===== config.mk =====
export PLATFORM = sky130hd
export DESIGN_NAME = crossbar_feedback_return_flat
export DESIGN_NICKNAME = d
export VERILOG_FILES = /design/src/rtl/crossbar_feedback_return_if.sv /design/src/rtl/crossbar_feedback_return.sv /design/src/flat_wrapper.sv
export SDC_FILE = /design/constraint.sdc
export NUM_CORES = 1
export LEC_CHECK = 0
export CAP_MARGIN = 20
export CORE_ASPECT_RATIO = 0.75
export CORE_UTILIZATION = 35
export CTS_BUF_LIST = sky130_fd_sc_hd__clkbuf_4 sky130_fd_sc_hd__clkbuf_8
export DETAILED_ROUTE_END_ITERATION = 12
export PLACE_DENSITY = 0.59
export SLEW_MARGIN = 20
export SYNTH_ARGS = -nofsm -noshare
export SYNTH_HDL_FRONTEND = slang
export SYNTH_SLANG_ARGS = --single-unit

===== constraint.sdc =====
create_clock -name clk -period 5.5 [get_ports clk]
set_input_delay 0.55 -clock clk [delete_from_list [all_inputs] [get_ports clk]]
set_output_delay 0.55 -clock clk [all_outputs]
set_load 0.03 [all_outputs]

===== src/rtl/crossbar_feedback_return_if.sv =====
// Purpose: stream bundle between the crossbar and its return-path controller.
// Latency: none; this file holds wires only.
// Backpressure: s_valid/s_ready on the crossbar output stream, fb_valid/fb_ready on the feedback stream.
// Ports: s_data/s_valid/s_ready carry elements from the crossbar out_* port;
//        fb_data/fb_valid/fb_ready carry elements to the crossbar feedback_* port.
// The master modport is the return controller's view; slave is the crossbar/consumer view.
interface crossbar_feedback_return_if #(
    parameter int DATA_WIDTH = 16
);
    logic [DATA_WIDTH-1:0] s_data;
    logic                  s_valid;
    logic                  s_ready;
    logic [DATA_WIDTH-1:0] fb_data;
    logic                  fb_valid;
    logic                  fb_ready;

    modport master (
        input  s_data,
        input  s_valid,
        input  fb_ready,
        output s_ready,
        output fb_data,
        output fb_valid
    );

    modport slave (
        output s_data,
        output s_valid,
        output fb_ready,
        input  s_ready,
        input  fb_data,
        input  fb_valid
    );
endinterface


===== src/rtl/crossbar_feedback_return.sv =====
// Purpose: collect a vector from the crossbar output stream into a buffer, then replay it onto the feedback input.
// Latency: 1 cycle start->s_ready, 1 cycle last collect beat->fb_valid; 2*len+2 cycles per transaction.
// Backpressure: s_ready is high for exactly len beats; replay holds fb_data/fb_valid while fb_ready is low.
// Ports: clk, rst_n (async active-low); start/vec_len/abort control; xb stream bundle (master view);
//        cfg_sel (00 idle, 10 processing, 11 feedback), busy, done (1-cycle pulse), count (buffer occupancy).
// Every output comes from a register or from decoding the registered state.
module crossbar_feedback_return #(
    parameter int DATA_WIDTH = 16,
    parameter int DEPTH      = 8,
    parameter int LEN_W      = $clog2(DEPTH + 1)
) (
    input  logic                              clk,
    input  logic                              rst_n,
    input  logic                              start,
    input  logic [LEN_W-1:0]                  vec_len,
    input  logic                              abort,
    crossbar_feedback_return_if.master        xb,
    output logic [1:0]                        cfg_sel,
    output logic                              busy,
    output logic                              done,
    output logic [LEN_W-1:0]                  count
);
    localparam int IDX_W = $clog2(DEPTH);

    typedef enum logic [1:0] {
        IDLE    = 2'd0,
        COLLECT = 2'd1,
        REPLAY  = 2'd2
    } state_t;

    state_t                 state;
    state_t                 state_nxt;
    logic [LEN_W-1:0]       len;
    logic [LEN_W-1:0]       start_len;
    logic [IDX_W-1:0]       wr_idx;
    logic [IDX_W-1:0]       rd_idx;
    logic [DATA_WIDTH-1:0]  fb_data_q;
    logic [DATA_WIDTH-1:0]  mem [DEPTH];
    logic                   collect_last;
    logic                   replay_last;

    assign start_len    = (vec_len > LEN_W'(DEPTH)) ? LEN_W'(DEPTH) : vec_len;
    assign collect_last = (count + LEN_W'(1)) == len;
    assign replay_last  = count == LEN_W'(1);

    // Stream handshakes and mode select decode straight from the state register.
    assign xb.s_ready  = (state == COLLECT);
    assign xb.fb_valid = (state == REPLAY);
    assign xb.fb_data  = fb_data_q;
    assign busy        = (state != IDLE);

    always_comb begin
        cfg_sel = 2'b00;
        case (state)
            COLLECT: cfg_sel = 2'b10;
            REPLAY:  cfg_sel = 2'b11;
            default: cfg_sel = 2'b00;
        endcase
    end

    always_ff @(posedge clk or negedge rst_n) begin
        if (!rst_n) begin
            state <= IDLE;
        end else begin
            state <= state_nxt;
        end
    end

    always_comb begin
        state_nxt = state;
        if (abort) begin
            state_nxt = IDLE;
        end else begin
            case (state)
                IDLE:    if (start && (start_len != '0)) state_nxt = COLLECT;
                COLLECT: if (xb.s_valid && collect_last) state_nxt = REPLAY;
                REPLAY:  if (xb.fb_ready && replay_last) state_nxt = IDLE;
                default: state_nxt = IDLE;
            endcase
        end
    end

    // Buffer storage carries no reset; only the indices define what is valid.
    always_ff @(posedge clk) begin
        if ((state == COLLECT) && xb.s_valid && !abort) begin
            mem[wr_idx] <= xb.s_data;
        end
    end

    always_ff @(posedge clk or negedge rst_n) begin
        if (!rst_n) begin
            len       <= '0;
            wr_idx    <= '0;
            rd_idx    <= '0;
            count     <= '0;
            fb_data_q <= '0;
            done      <= 1'b0;
        end else begin
            done <= 1'b0;
            if (abort) begin
                wr_idx    <= '0;
                rd_idx    <= '0;
                count     <= '0;
                fb_data_q <= '0;
            end else begin
                case (state)
                    IDLE: begin
                        if (start) begin
                            len    <= start_len;
                            wr_idx <= '0;
                            rd_idx <= '0;
                            count  <= '0;
                            done   <= (start_len == '0);
                        end
                    end
                    COLLECT: begin
                        if (xb.s_valid) begin
                            wr_idx <= wr_idx + IDX_W'(1);
                            count  <= count + LEN_W'(1);
                            // Preload the first replay element; when len==1 it is
                            // being written this very cycle, so bypass the buffer.
                            if (collect_last) begin
                                fb_data_q <= (wr_idx == rd_idx) ? xb.s_data : mem[rd_idx];
                            end
                        end
                    end
                    REPLAY: begin
                        if (xb.fb_ready) begin
                            rd_idx <= rd_idx + IDX_W'(1);
                            count  <= count - LEN_W'(1);
                            if (replay_last) begin
                                done      <= 1'b1;
                                fb_data_q <= '0;
                            end else begin
                                fb_data_q <= mem[rd_idx + IDX_W'(1)];
                            end
                        end
                    end
                    default: ;
                endcase
            end
        end
    end
endmodule


===== src/flat_wrapper.sv =====
// flat-port wrapper written by rule: the top's interface ports become plain ports
module crossbar_feedback_return_flat 
#(
    parameter int DATA_WIDTH = 16,
    parameter int DEPTH      = 8,
    parameter int LEN_W      = $clog2(DEPTH + 1)
)
  (clk, rst_n, start, vec_len, abort, cfg_sel, busy, done, count, xb_s_data, xb_s_valid, xb_fb_ready, xb_s_ready, xb_fb_data, xb_fb_valid);
  crossbar_feedback_return_if #(.DATA_WIDTH(DATA_WIDTH)) xb_i ();
  input  logic clk;
  input  logic rst_n;
  input  logic start;
  input  logic [LEN_W-1:0] vec_len;
  input  logic abort;
  output logic [1:0] cfg_sel;
  output logic busy;
  output logic done;
  output logic [LEN_W-1:0] count;
  input wire logic [$bits(xb_i.s_data)-1:0] xb_s_data;
  input wire logic [$bits(xb_i.s_valid)-1:0] xb_s_valid;
  input wire logic [$bits(xb_i.fb_ready)-1:0] xb_fb_ready;
  output wire logic [$bits(xb_i.s_ready)-1:0] xb_s_ready;
  output wire logic [$bits(xb_i.fb_data)-1:0] xb_fb_data;
  output wire logic [$bits(xb_i.fb_valid)-1:0] xb_fb_valid;
  assign xb_i.s_data = xb_s_data;
  assign xb_i.s_valid = xb_s_valid;
  assign xb_i.fb_ready = xb_fb_ready;
  assign xb_s_ready = xb_i.s_ready;
  assign xb_fb_data = xb_i.fb_data;
  assign xb_fb_valid = xb_i.fb_valid;
  crossbar_feedback_return #(.DATA_WIDTH(DATA_WIDTH), .DEPTH(DEPTH), .LEN_W(LEN_W)) u_core (.clk(clk), .rst_n(rst_n), .start(start), .vec_len(vec_len), .abort(abort), .xb(xb_i), .cfg_sel(cfg_sel), .busy(busy), .done(done), .count(count));
endmodule

Word-level counts from Yosys, hierarchy flattened
Memory sizes are Yosys's and may differ from the RTL's.
Cells that the tools add are included.
{"block": "op_classes", "n_addsub": 4, "n_lt_le_gt_ge": 1, "n_eq_ne": 12, "n_mux": 33, "bitwise_logic": 1, "n_reduce_logical": 20}
{"operator": "2-to-1 mux 16 bit", "count": 6}
{"operator": "case mux 16 bit (2 select lines)", "count": 1}
{"operator": "2-to-1 mux 4 bit", "count": 5}
{"operator": "2-to-1 mux 3 bit", "count": 5}
{"operator": "!= test 3 x 2 -> 1 bit (second input constant)", "count": 4}
{"operator": "case mux 3 bit (2 select lines)", "count": 2}
{"operator": "case mux 4 bit (3 select lines)", "count": 1}
{"operator": "AND reduction 3 bit", "count": 4}
{"operator": "!= test 3 bit (second input constant)", "count": 3}
{"operator": "nonzero test 3 bit", "count": 3}
{"operator": "2-to-1 mux 2 bit", "count": 4}
{"operator": "AND reduction 4 bit", "count": 2}
{"operator": "nonzero test 4 bit", "count": 2}
{"operator": "adder 3 x 1 -> 3 bit (second input constant)", "count": 2}
{"operator": "2-to-1 mux 1 bit", "count": 6}
{"operator": "case mux 2 bit (3 select lines)", "count": 1}
{"operator": "logical AND 1 bit", "count": 5}
{"operator": "adder 4 x 1 -> 4 bit (second input constant)", "count": 1}
{"operator": "equality test 4 x 1 -> 1 bit (second input constant)", "count": 1}
{"operator": "equality test 4 bit", "count": 1}
{"operator": "> comparator 4 bit (second input constant)", "count": 1}
{"operator": "logical NOT 4 bit", "count": 1}
{"operator": "case mux 2 bit (2 select lines)", "count": 1}
{"operator": "subtractor 4 x 1 -> 4 bit (second input constant)", "count": 1}
{"operator": "other kinds (8)", "count": 8}
{"block": "word_totals", "ff_bits": 33, "mem_bits_rw": 128, "inputBits": 26, "out_inout_bits": 26, "wordCells": 79, "mem_count": 1}
{"name": "u_core.mem", "depth": 8, "width": 16, "rd": 2, "rd_ports_with_merged_regs": 0, "write_ports": 1, "line_no": "crossbar_feedback_return.sv:38", "text": "logic [DATA_WIDTH-1:0] mem [DEPTH];"}

Depth between registers and ports, before layout
Gate-level depths: netlist of run 1.
{"block": "logic_depth", "word_depth": 7, "ltp_mapped": 11, "mapped_depth_nobuf": 7}

Worst setup path before layout of run 1
No wires, ideal clock.
{"block": "synth_timing", "path_type": "reg2reg", "start": "register u_core.state[1]", "end": "memory u_core.mem[4][0] (enable)", "setup_time_ps": 430, "arrival_ps": 2882, "slack_ps": 2188, "stages_incl_launch_ff": 6, "n_path_buf": 1, "path_cell_list": "dfrtp_1 inv_1 ha_1 clkbuf_1 nand3_1 nor4_1"}
{"block": "synth_via", "elab_chain_cells": 5}
{"element": "start, declared", "line_no": "crossbar_feedback_return.sv:31", "text": "state_t state;"}
{"element": "start signal, assigned", "line_no": "crossbar_feedback_return.sv:65", "text": "state <= state_nxt;"}
{"element": "equality test 2 x 1 -> 1 bit"}
{"element": "via xb_s_ready", "line_no": "flat_wrapper.sv:22", "text": "output wire logic [$bits(xb_i.s_ready)-1:0] xb_s_ready;"}
{"element": "logical AND 1 bit (2 in series)", "line_no": "crossbar_feedback_return.sv:85", "text": "if ((state == COLLECT) && xb.s_valid && !abort) begin"}
{"element": "2-to-1 mux 1 bit", "line_no": "crossbar_feedback_return.sv:85"}
{"element": "2-to-1 mux 1 bit (not written as such)", "line_no": "crossbar_feedback_return.sv:86", "text": "mem[wr_idx] <= xb.s_data;"}
{"element": "end, declared", "line_no": "crossbar_feedback_return.sv:38"}
The timed path passes the listed nets, and every way through them passes these cells.

Final worst setup path of run 1
{"block": "layout_timing", "start": "register u_core.rd_idx[1]", "end": "register u_core.fb_data_q[11] (netlist: u_core.xb.fb_data[11])"}
{"block": "layout_via", "elab_chain_cells": 6, "elab_cells_between_ends": 10, "classes_between": "add/sub (1); eq/ne (1); mux (7); memory (1)"}
{"element": "start, declared", "line_no": "crossbar_feedback_return.sv:36", "text": "logic [IDX_W-1:0] rd_idx;"}
{"element": "start signal, assigned", "line_no": "crossbar_feedback_return.sv:129", "text": "rd_idx <= rd_idx + IDX_W'(1);"}
{"element": "adder 3 x 1 -> 3 bit (tied with other cells)", "line_no": "crossbar_feedback_return.sv:135", "text": "fb_data_q <= mem[rd_idx + IDX_W'(1)];"}
{"element": "memory (8 x 16 bit) / 2-to-1 mux 16 bit (equally long branches)"}
{"element": "2-to-1 mux 16 bit, on equally long branches", "line_no": "crossbar_feedback_return.sv:131, crossbar_feedback_return.sv:122"}
{"element": "2-to-1 mux 16 bit, on equally long branches", "line_no": "crossbar_feedback_return.sv:128, crossbar_feedback_return.sv:117"}
{"element": "case mux 16 bit (2 select lines) (*)", "line_no": "crossbar_feedback_return.sv:106", "text": "case (state)"}
{"element": "2-to-1 mux 16 bit (*)", "line_no": "crossbar_feedback_return.sv:100", "text": "if (abort) begin"}
{"element": "end signal, assigned", "line_no": "crossbar_feedback_return.sv:123", "text": "fb_data_q <= (wr_idx == rd_idx) ? xb.s_data : mem[rd_idx];"}
{"element": "end signal, assigned", "line_no": "crossbar_feedback_return.sv:135"}
{"element": "end, declared", "line_no": "crossbar_feedback_return.sv:37", "text": "logic [DATA_WIDTH-1:0] fb_data_q;"}
Every way passes the cells marked *; elsewhere a longest branch is shown, timed or not. The select of a mux whose other input is x is not followed.
A chain may end at the register's enable or synchronous reset.

==> impl_metrics.json, run 1 <==
{
  "status": "finished clean",
  "fin_nets": 637,
  "dp.cells": 883,
  "routed_via_density": 5.960,
  "gp_congestion": 0.8227,
  "synth_top_family_by_area": "multiplexers",
  "cts_sinks": 161,
  "synthSimpleGateAreaFrac_pct": 5.100,
  "cts_htree_levels": 4,
  "cp.required_ps": 5820,
  "cts_buffers": 17,
  "diodes": 0,
  "cp-end-kind": "flop",
  "firstDrtPassIters": 6,
  "grt_pass1_wl_microns": 33930,
  "syn-instance-count": 565,
  "crit_buf_inv": 2,
  "post_cts_buffers": 0,
  "clk_path_buf_depth": 2,
  "max_stage_delay_ps": 770,
  "grt_pass1_vias": 5480,
  "rsz0062_at_grt": "no",
  "drive_gt1_share_pct": 25.20,
  "cts_root_buffer": "clkbuf_8",
  "ys_seq_elements": 161,
  "fp.dieH_microns": 135.5,
  "final_util_pct": 40.95,
  "grt_max_degree": 48,
  "setup_viol": 0,
  "dr_total_vias": 5453,
  "worst_path_dominant_cell_family": "buffers and inverters",
  "relSlewSlack_pct": 28.85,
  "ant_nets": 0,
  "grt.total_usage_pct": 19.09,
  "ir_drop_mv": 0.1665,
  "placed_area_sq_um": 9055,
  "ys_seq_area_share_pct": 56.15,
  "leakage_nw": 3.175,
  "synth_xor_xnor_area_share_pct": 1.580,
  "fmax_ghz": 0.3015,
  "antenna_found_initial": 0,
  "drc": 0,
  "wl_per_cell_microns": 24.42,
  "cts_tree": "built",
  "avgSynthCellArea_sq_um": 14.72,
  "die_area_sq_um": 24390,
  "final_common_cell": "edfxtp_1",
  "syn_area_sq_um": 8317,
  "synth_edf_count": 128,
  "yosysWarningCount": 0,
  "cp_common_cell": "buf_4",
  "tightest_slew_ps": 1067,
  "die_x_microns": 180.0,
  "critPathKind": "flop to flop",
  "cts_hold_buf": 0,
  "synthFlopType": "edfxtp_1",
  "syn_nets": 600,
  "cap_violations": 0,
  "cts.clk_slew.worst_paths_ps": 90,
  "final_cell_mix": "edfxtp_1 (128), clkdlybuf4s50_1 (51), mux2_2 (40)",
  "synth_cell_types": 58,
  "power.total_mw": 3.123,
  "rows": 48,
  "cp_max_fo": 47,
  "fin_crit_sh_pct": 60.31,
  "ys_async_sr_fraction_pct": 20.50,
  "grt.overflow.total": 0,
  "place_ws_ps": 2140,
  "hold_class": "primary input to async pin",
  "start_util_pct": 35.88,
  "fin_ws_ps": 2183,
  "final_cells": 915,
  "crit_chain": "buf_4 -> xnor2_2 -> buf_4 -> and3_4 -> o31a_1 -> a2bb2oi_1 -> a21oi_1",
  "start_kind": "flop",
  "maxSlewViolCount": 0,
  "io_buffers": 51,
  "pin_count": 52,
  "synth-adder-area-share_pct": 1.354,
  "area_growth_pct": 14.16,
  "crit_arrival_ps": 3640,
  "finalHoldViolations": 0,
  "cts_resized": 0,
  "synth_mux_area_share_pct": 19.14,
  "crit_path_top_delay_cell": "dfrtp_2",
  "coreArea_sq_um": 23180,
  "synth-compound-area-share_pct": 12.16,
  "finalSetupTns_ps": 0,
  "power_density_nw_per_um2": 329.0,
  "routed_wl_microns": 22340,
  "dp_hpwl_microns": 13370,
  "insertion_delay_ps": 470,
  "final_area_sq_um": 9494,
  "drtIter0Drc": 548,
  "hold_ws_ps": 478.7,
  "finalCriticalPeriod_ps": 3317,
  "fin_skew_ps": 16.92
}
[power by group]
group	internal [mW]	leakage, nW	switching (mW)
logic	0.309	1.35	0.450
clock network	0.501	0.221	0.445
registers	1.37	1.60	0.0529
total	2.18	3.18	0.947
[area by class of cell]
class	count	area (sq um)
tap	300	375.4
inverter	11	41.29
sequential	161	4672
clock buffer	23	297.8
multi-input combinational	343	3338
timing repair buffer	68	638.1
fill	2123	13690
clock inverter	9	131.4
[cell families (layout without fill, tap and decap cells)]
group | after synthesis | after routing
and+or+nand+nor | 82 | 82
xor gates and xnor gates | 9 | 9
buffers and inverters | 61 | 111
adders and majority gates | 9 | 9
DFF | 161 | 161
AOI/OAI and AO/OA | 130 | 130
muxes | 113 | 113
[sequential cells by signal, indices dropped and copies added (netlist names)]
signal / count
u_core.count: 4
u_core.done: 1
u_core.len: 4
u_core.mem: 128
u_core.rd_idx: 3
u_core.state: 2
u_core.wr_idx: 3
u_core.xb.fb_data: 16
[routing by layer]
| metal | share of wire [%] | GRT usage [%] |
|---|---|---|
| met1 | 46 | 27.05 |
| met2 | 46 | 29.40 |
| met3 | 6.2 | 4.167 |
| met4 | 1.3 | 5.603 |
| met5 | 0 | 0 |
[cells in the mapped netlist, types with 10 or more instances]
cell type  count  area [sq um]
a21oi_2       10         87.58
a22o_1        15         131.4
a2bb2oi_1     16         140.1
buf_2         11         55.05
clkbuf_1      17         63.81
dfrtp_1       33         825.8
edfxtp_1     128          3844
inv_1         10         37.54
mux2_2        40         450.4
mux2i_1       33         330.3
mux4_2        32         720.7
nand2_1       24         90.09
nand4_1       17         106.4
o21ai_0       10         50.05
o22ai_1       15         93.84
o31a_1        15         131.4
o31ai_1       20         150.1
[final timing paths]
path,cells after the start,startpoint,endpoint,slack (ps)
max,7,u_core.rd_idx[1],u_core.xb.fb_data[11],2180
min,2,rst_n,u_core.len[2],480
max reg2reg,7,u_core.rd_idx[1],u_core.xb.fb_data[11],2180
min reg2reg,2,u_core.len[1],u_core.len[1],530
max in group asynchronous,2,rst_n,u_core.rd_idx[1],4670
min in group clk,2,u_core.len[1],u_core.len[1],530
(Power assumes the default switching activity.)
==> inputs of run 2 (changes only) <==
Settings changed: PLACE_DENSITY 0.59 to 0.61.
Clock period 5.5 ns to 2.75 ns, I/O delays scaled along.
==> impl_metrics.json, run 2 (synthesis gave the netlist of run 1 again) <==
{
  "status": "finished clean",
  "drive_gt1_share_pct": 27.43,
  "diodes": 0,
  "power_density_nw_per_um2": 648.5,
  "io_buffers": 51,
  "start_util_pct": 35.88,
  "insertion_delay_ps": 460,
  "cts_htree_levels": 4,
  "largest_reg_flops": 128,
  "finalHoldViolations": 0,
  "cts_root_buffer": "clkbuf_8",
  "rsz0062_at_grt": "no",
  "fin_nets": 660,
  "cts_buffers": 17,
  "drc": 0,
  "routed_via_density": 5.850,
  "reg2regPathDepth": 8,
  "crit_end": "xb_fb_valid",
  "wl_per_cell_microns": 23.11,
  "max_stage_delay_ps": 710,
  "placed_area_sq_um": 9273,
  "grt_max_degree": 68,
  "drtIter0Drc": 487,
  "cap_violations": 0,
  "fmax_ghz": 0.3855,
  "gp_congestion": 0.8404,
  "tightest_slew_ps": 795.1,
  "antenna_found_initial": 0,
  "fillers": 2096,
  "finalCriticalPeriod_ps": 2594,
  "leakage_nw": 3.289,
  "ant_nets": 0,
  "routed_wl_microns": 21680,
  "place_ws_ps": 285.8,
  "fin_ws_ps": 155.7,
  "fin_skew_ps": 15.83,
  "ff_latch_area_sq_um": 4672,
  "area_growth_pct": 16.73,
  "r2r_slack_ps": 220,
  "critPathKind": "flop to primary output",
  "seqPwrFrac_pct": 44.9,
  "p_clk_share_pct": 29.7,
  "cts_sinks": 161,
  "pin_count": 52,
  "switching_share_pct": 30.64,
  "maxSlewViolCount": 0,
  "cp_num_cells": 4,
  "multi_input_area_sq_um": 3338,
  "crit_arrival_ps": 2320,
  "cts.clk_slew.worst_paths_ps": 100,
  "crit_path_start": "u_core.state[0]",
  "grt.total_usage_pct": 18.42,
  "rows": 48,
  "grt_pass1_vias": 5583,
  "final_common_cell": "edfxtp_1",
  "fp.dieH_microns": 135.5,
  "die_area_sq_um": 24390,
  "die_x_microns": 180.0,
  "clk_path_buf_depth": 2,
  "top_register": "u_core.mem",
  "dr_total_vias": 5487,
  "finalSetupTns_ps": 0,
  "grt_pass1_wl_microns": 33310,
  "p_sw_mw": 1.929,
  "relSlewSlack_pct": 47.00,
  "worst_path_dominant_cell_family": "buffers and inverters",
  "ir_drop_mv": 0.3361,
  "p_comb_share_pct": 25.4,
  "cp_max_fo": 12,
  "final_area_sq_um": 9708,
  "coreArea_sq_um": 23180,
  "final_cell_mix": "edfxtp_1 (128), clkdlybuf4s50_1 (50), mux2_2 (40)",
  "hold_class": "primary input to async pin",
  "start_kind": "flop",
  "r2r-end": "u_core.xb.fb_data[1]",
  "r2r_start": "u_core.state[1]",
  "setup_viol": 0,
  "hold_ws_ps": 419.9,
  "grt.overflow.total": 0,
  "fin_crit_sh_pct": 94.34,
  "firstDrtPassIters": 5,
  "cts_tree": "built",
  "crit_path_top_delay_cell": "clkdlybuf4s50_1",
  "dp_hpwl_microns": 14130,
  "crit_buf_inv": 3,
  "p_int_mw": 4.367,
  "cp-end-kind": "primary output",
  "cp.required_ps": 2480,
  "crit_chain": "inv_1 -> ha_2 -> buf_4 -> clkdlybuf4s50_1"
}
[run 2: cell count changes in the layout (fill, tap and decap cells not counted), moves of 2 or more]
cell	delta
clkinvlp_4	+2
nor4_4	+2
clkbuf_8	-2
buf_4	+18
buf_12	+4
inv_6	+3
nor4_2	-2
[run 2: worst min-delay path by stage]
| stage | from | end | slack, ps | cells past startpoint |
|---|---|---|---|---|
| floorplan | rst_n | u_core.count[0] | -20 | 0 |
| finish | rst_n | u_core.xb.fb_data[0] | 420 | 2 |
| global route | vec_len[1] | u_core.len[1] | 430 | 3 |
| detailed placement | rst_n | u_core.xb.fb_data[0] | 420 | 1 |
| global placement | rst_n | u_core.xb.fb_data[0] | 400 | 1 |
| CTS | vec_len[1] | u_core.len[1] | 380 | 3 |
[run 2: routing by layer]
| metal | vias up | routed length, microns | track usage [%] |
|---|---|---|---|
| li1 | 2397 | - | - |
| met1 | 2808 | 9963 | 25.94 |
| met2 | 246 | 9830 | 28.06 |
| met3 | 36 | 1549 | 3.978 |
| met4 | 0 | 334 | 6.657 |
| met5 | - | 0 | 0 |
[run 2: timing repair]
action                     CTS  global route
setup buffers                0             0
setup endpoints to repair    0             2
hold buffers                 1             0
hold endpoints to repair    33             0
gates resized for setup      0             1
[run 2: power groups by stage]
stage / Sequential, mW / Combinational, mW / Clock [mW]
finish: 2.83 / 1.60 / 1.87
global route: 2.84 / 1.70 / 2.01
CTS: 2.83 / 1.58 / 1.92
detailed placement: 2.88 / 1.57 / 0
global placement: 2.88 / 1.55 / 0
floorplan: 2.90 / 1.01 / 0
[run 2: worst reg2reg max path: stages, from the launching register on]
cell      delay (ps)
dfrtp_1          410
inv_1            130
ha_1             520
nor2_1           110
nand3b_1         230
nor4bb_4         320
or2_1            420
buf_12           200
a21oi_2           60
[run 2: area by class of cell]
class	instances	area share [%]
Clock inverter	11	1.572
Sequential cell	161	48.12
Inverter	11	0.4253
Clock buffer	21	2.784
Multi-Input combinational cell	343	34.39
Tap cell	300	3.866
Timing Repair Buffer	91	8.841
[run 2: through the flow]
step,utilization (%),power (mW),cells
2_1_floorplan,-,3.907,565
3_3_place_gp,40.00,4.428,905
3_5_place_dp,40.00,4.453,905
4_1_cts,41.87,6.332,938
5_1_grt,41.88,6.556,938
6_report,41.88,6.296,938
